===== src/rtl/mips_pc_next.sv =====
// Next-PC selection for the single-cycle MIPS core, plus the exception PC
// capture register handed to CP0.
module mips_pc_next #(
  parameter logic [31:0] RESET_VECTOR = 32'h0000_0000
) (
  input  logic        clk,
  input  logic        rst_n,
  input  logic [31:0] present_pc,
  input  logic [31:0] extend_inst,
  input  logic [31:0] instr,
  input  logic [31:0] regfile_r1,
  input  logic [31:0] cp0_pcout,
  input  logic        equal,
  input  logic        bneorbeq,
  input  logic        branch,
  input  logic        jump,
  input  logic        isjr,
  input  logic        iseret,
  input  logic        iscop0,
  input  logic        hasexp,
  output logic [31:0] next_pc,
  output logic [31:0] exc_pc
);

  logic [31:0] pc4;
  logic [31:0] br_target;
  logic [31:0] j_target;
  logic        taken;

  assign pc4       = present_pc + 32'd4;
  assign br_target = pc4 + {extend_inst[29:0], 2'b00};
  assign j_target  = {pc4[31:28], instr[25:0], 2'b00};
  assign taken     = branch & ((~bneorbeq & equal) | (bneorbeq & ~equal));

  // Strict priority chain; only the selected source reaches the output.
  always_comb begin
    next_pc = pc4;
    if (!rst_n)                next_pc = RESET_VECTOR;
    else if (hasexp)           next_pc = cp0_pcout;
    else if (iseret && iscop0) next_pc = cp0_pcout;
    else if (isjr)             next_pc = regfile_r1;
    else if (jump)             next_pc = j_target;
    else if (taken)            next_pc = br_target;
  end

  always_ff @(posedge clk or negedge rst_n) begin
    if (!rst_n)      exc_pc <= 32'h0;
    else if (hasexp) exc_pc <= present_pc;
  end

endmodule


===== config.mk =====
export PLATFORM = sky130hd
export DESIGN_NAME = mips_pc_next
export DESIGN_NICKNAME = d
export VERILOG_FILES = /design/src/rtl/mips_pc_next.sv
export SDC_FILE = /design/constraint.sdc
export NUM_CORES = 1
export LEC_CHECK = 0
export ABC_AREA = 1
export CELL_PAD_IN_SITES_DETAIL_PLACEMENT = 1
export CELL_PAD_IN_SITES_GLOBAL_PLACEMENT = 1
export CORE_ASPECT_RATIO = 0.5
export CORE_MARGIN = 8
export CORE_UTILIZATION = 29
export DETAILED_ROUTE_END_ITERATION = 12
export PLACE_DENSITY = 0.92
export SLEW_MARGIN = 10
export SYNTH_ARGS = -nofsm -noshare
export SYNTH_HDL_FRONTEND = slang
export SYNTH_SLANG_ARGS = --single-unit

===== constraint.sdc =====
create_clock -name clk -period 3.6 [get_ports clk]
set_input_delay 0.54 -clock clk [delete_from_list [all_inputs] [get_ports clk]]
set_output_delay 0.54 -clock clk [all_outputs]
set_load 0.01 [all_outputs]

==> results.cfg <==
[synthesis]
seq_area_frac_synth_pct = 14.2
ys.flop_type = dfrtp_1
synth_area_mm2 = 0.00564
synth-compound-area-share_pct = 16.6
synth_top_area_cell = nand2_1
synth_simple_gate_area_share_pct = 42.8
synth_edf_count = 0
synth_top_family_by_area = simple AND/OR/NAND/NOR gates
ys_ff_latch = 32
synth_area_leaders = nand2_1, dfrtp_1, a21oi_1, inv_1, nor2_1
yosysTopAreaCellShare_pct = 21.8
yosys_warnings = 0
synthAdderAreaFrac_pct = 8.12
yosys-top-cells-count = nand2_1, inv_1, nor2_1
synth.mux.area_fraction_pct = 3.20
synth_cell_type_count = 37
yosysMostFrequentCell = nand2_1
synth_xor_area_share_pct = 3.11
syn_nets = 1223
syn_inst = 1017
avgSynthCellArea_um2 = 5.54
synthArstFlopShare_pct = 100

[worst_setup_path]
reg2reg_depth = 1
start_kind = input port
path_class = in -> out
cp.required_ns = 3.06
reg2reg_from = exc_pc[3]$_DFFE_PN0P_
crit_path_max_fanout = 5
r2r-end = exc_pc[3]$_DFFE_PN0P_
arrival_ns = 4.41
end_kind = output pin
ff2ff_setup_slack_ns = 2.71

[cts]
clk_pin_slew_ns = 0.06
htreeDepth = 2
cts.sinks = 32
numCtsBuffers = 5
clk_path_buf_depth = 2
tritoncts = yes
clkLatencyLatePin_ns = 0.27
cts-root-buf = clkbuf_16
postCtsHoldBufs = 0

[drt]
vias_per_cell = 6.69
first_pass_iters = 6
drc = 0
wirelength_um = 66100
ant_nets = 0
wl_per_cell_um = 37.1
drt_iter0_drc = 1723
vias = 11914

[final_layout]
n_fill_cell = 2318
drive_above_1_share_pct = 50.2
reg.largest.list = exc_pc (32)
largest_reg_flops = 32
utilization_pct = 66.4
nets = 1713
syn_to_final_growth_pct = 127
design_area_mm2 = 0.0128
top_register = exc_pc

[power]
seqPwrFrac_pct = 13.6
combinationalPowerShare_pct = 70.9
power_density_mw_per_mm2 = 246
power.clock.fraction_pct = 15.5
p_sw_mw = 1.51
switching_share_pct = 48.1
p_leak_nw = 5.97
ir_drop_mv = 0.496
p_int_mw = 1.63

[floorplanning]
die_height_um = 115
fp.dieW_um = 213
core-area_mm2 = 0.0193
row_count = 36
pin_count = 234
initial_core_util_pct = 29.3
dieArea_mm2 = 0.0244

[sta]
timing.final.crit_share_pct = 137
rsz0062_at_grt = true
drv_slew = 0
hold_viol_final = 0
fin_ws_ns = -1.35
slew_headroom_pct = 29.4
period_needed_ns = 4.95
fin_worst_skew_ns = 0
finalSetupViolations = 28
timing.fmax_ghz = 0.202
tightest_slew_ns = 1.06

[outcome]
status = complete, but fails checks
violations = negative setup slack

[run]
maxCapViolCount = 0

[grt]
grt_max_degree = 50
track_usage_pct = 43.3
overflow = 0
grt_pass1_vias = 11726
antenna_found_initial = 10
grt_pass1_wl_um = 79000

[place]
placed_cell_area_mm2 = 0.00959
gp_congestion = 1.03
port_buffers = 225
hpwl_um = 31900

[worst_hold_path]
hp-class = in -> async
==> cell families (layout without fill, tap and decap cells) <==
| family | count (synthesis) | after routing |
|---|---|---|
| fa+ha+maj | 36 | 36 |
| xor+xnor | 20 | 20 |
| compound gates | 170 | 170 |
| other cells | 0 | 7 |
| flops | 32 | 32 |
| buf+inv | 166 | 657 |
| simple gates | 577 | 577 |
| mux | 16 | 16 |
==> power groups by stage <==
stage                     Sequential (mW)  Combinational [mW]  Clock (mW)
after floorplan                     0.434               0.523           0
after global placement              0.417                1.23           0
final                               0.428                2.23       0.488
after detailed placement            0.421                1.32           0
after global routing                0.428                2.23       0.507
after CTS                           0.416                1.69       0.488
==> routing by layer <==
layer | wire [um] | part of all wire [%] | vias to the layer above | global-route usage (%)
met4 | 6820 | 10 | 8 | 31.6
met3 | 10800 | 16 | 617 | 15.4
met5 | 109 | 0.16 | - | 0
li1 | - | - | 4250 | -
met2 | 26200 | 40 | 1393 | 67.2
met1 | 22200 | 34 | 5646 | 49.1
==> worst max-delay path by stage <==
stage | slack, ns | end | startpoint
after floorplan | 0.27 | next_pc[22] | present_pc[2]
after global placement | -1.23 | next_pc[10] | present_pc[4]
after detailed placement | -1.65 | next_pc[30] | present_pc[6]
after CTS | -0.26 | next_pc[30] | present_pc[3]
after global routing | -1.32 | next_pc[31] | present_pc[25]
final | -1.35 | next_pc[16] | present_pc[3]
==> stage by stage <==
stage	TNS [ns]	power, mW	cells	setup WS [ns]	hold slack, ns
3_5_place_dp	-37.51	1.74	1681	-1.65	0.428
3_3_place_gp	-28.31	1.64	1681	-1.23	0.414
5_1_grt	-23.03	3.17	1776	-1.32	0.189
2_1_floorplan	0	0.957	1017	0.270	0.244
4_1_cts	-3.54	2.60	1734	-0.258	0.129
6_report	-22.81	3.15	1781	-1.35	0.183
==> cell usage in the layout (no fill, tap or decap), types with 34 or more instances in the layout <==
cell	Yosys	layout
buf_4	0	241
nand2_1	328	194
nor2_1	125	74
inv_1	135	89
a21oi_1	104	76
nand3_1	74	37
buf_2	1	34
nand2_2	4	80
clkdlybuf4s50_1	0	168
inv_2	0	42
nor2_4	3	41
buf_6	1	45
nand2_4	0	52
==> what timing repair did <==
item / CTS / global route
setup endpoints to repair: 29 / 28
gates resized for setup: 679 / 130
pin swaps: 224 / 122
buffers inserted: 45 / 44
cloned: 0 / 0
==> layout make-up <==
cell class,count,area [um^2],area share (%)
clock inverter,2,35.0,0.274
inverter,136,523,4.09
tap,266,333,2.60
sequential,32,801,6.26
antenna,7,17.5,0.137
clock buffer,6,129,1.01
timing repair buffer,513,4520,35.3
multi-input combinational,819,6430,50.3
==> critical path, stage by stage <==
cell and delay (ns):
buf_8 0.08, buf_6 0.12, ha_4 0.15, nand2_4 0.05, nor2_4 0.23, buf_4 0.17, buf_6 0.08, buf_6 0.08
buf_6 0.09, nand2_4 0.04, xor2_2 0.17, inv_2 0.13, ha_4 0.20, a21oi_2 0.20, o21ai_2 0.12, buf_4 0.16
nand2_1 0.10, nand2_2 0.11, nor2_1 0.47, nand2_1 0.18, nand3_2 0.20, nand3_4 0.09, nand2_1 0.12, nand2_1 0.09
a21oi_1 0.22, buf_2 0.18
Power figures use the tool's default switching activity.
==> RTL edit, RTL diff (config.mk and constraints unchanged) <==
Make the reset (`rst_n`) synchronous in one clocked block.
--- a/src/rtl/mips_pc_next.sv
+++ b/src/rtl/mips_pc_next.sv
@@ -43,7 +43,7 @@
     else if (taken)            next_pc = br_target;
   end
 
-  always_ff @(posedge clk or negedge rst_n) begin
+  always_ff @(posedge clk) begin
     if (!rst_n)      exc_pc <= 32'h0;
     else if (hasexp) exc_pc <= present_pc;
   end
Formal check against the unedited RTL: differs if rst_n is asserted again (counterexample within 4 cycles, from zero or initial values and one cycle with rst_n low); with rst_n held inactive, the same outputs for 10 cycles.
==> RTL edit against the unedited design <==
- the flow now stops in global routing
- synthesized cell count up 0.69%
- area after synthesis decreased by 3.9%
==> RTL edit: results <==
{
  "syn-instance-count": 1024,
  "cts_resized": 640,
  "stop_stage": "global routing",
  "async_flop_share_pct": 0,
  "outcome": "did not finish",
  "cts-buffers-inserted": 5,
  "cts.sinks": 32,
  "hpwl_um": 31100,
  "grt_max_degree": 49,
  "h-tree-depth": 2,
  "ys.flop_type": "dfxtp_1",
  "grt_util_all_layers_pct": 74.0,
  "post_cts_buffers": 73,
  "synth_cell_types": 39,
  "placed_area_sq_um": 9380,
  "placed_cells": 1660,
  "post-place-ws_ps": -1820,
  "error": "[ERROR GRT-0232] Routing congestion too high. Check the congestion heatmap in the GUI.",
  "synth_warnings": 0,
  "crit_endpoint": "next_pc[22]",
  "ys_seq_area_share_pct": 11.8,
  "netlist_top_cells_count": "nand2_1 (294), nor2_1 (134), inv_1 (125)",
  "worstEpCategory": "top-level output",
  "clockBufferDepth": 2,
  "grt_remaining_overflow": 99,
  "numPortBuffers": 225,
  "place.gp.congestion": 1.01,
  "clockRootBuffer": "clkbuf_16",
  "synthesis.nets": 1230,
  "antenna_found_initial": 16,
  "yosys-top-cells-area": "nand2_1 (20%), dfxtp_1 (12%), a21oi_1 (10%)",
  "postSynthAreaPerCell_sq_um": 5.29
}
RTL edit: cell types whose count changed after synthesis, sizes merged, moves of 4 or more:
| cell | change |
|---|---|
| dfxtp | +32 |
| nand3b | +4 |
| inv | -7 |
| o21ai | +41 |
| clkbuf | +7 |
| nand3 | -5 |
| a21oi | +9 |
| o211ai | -6 |
| nand2 | -32 |
| dfrtp | -32 |
| nor2 | +7 |
| mux2 | -16 |
RTL edit: routing by layer:
layer	overflow	track usage, %
met5	0	45.4
met4	46	72.5
met3	0	63.6
met2	51	86.5
met1	2	73.4
RTL edit: cell families after synthesis:
| kind of cell | after synthesis | share of synthesized area, % |
|---|---|---|
| and+or+nand+nor | 558 | 43.9 |
| AOI/OAI and AO/OA | 213 | 21.0 |
| buffers and inverters | 165 | 11.6 |
| adders and majority gates | 36 | 8.45 |
| DFF | 32 | 11.8 |
| xor gates and xnor gates | 20 | 3.23 |
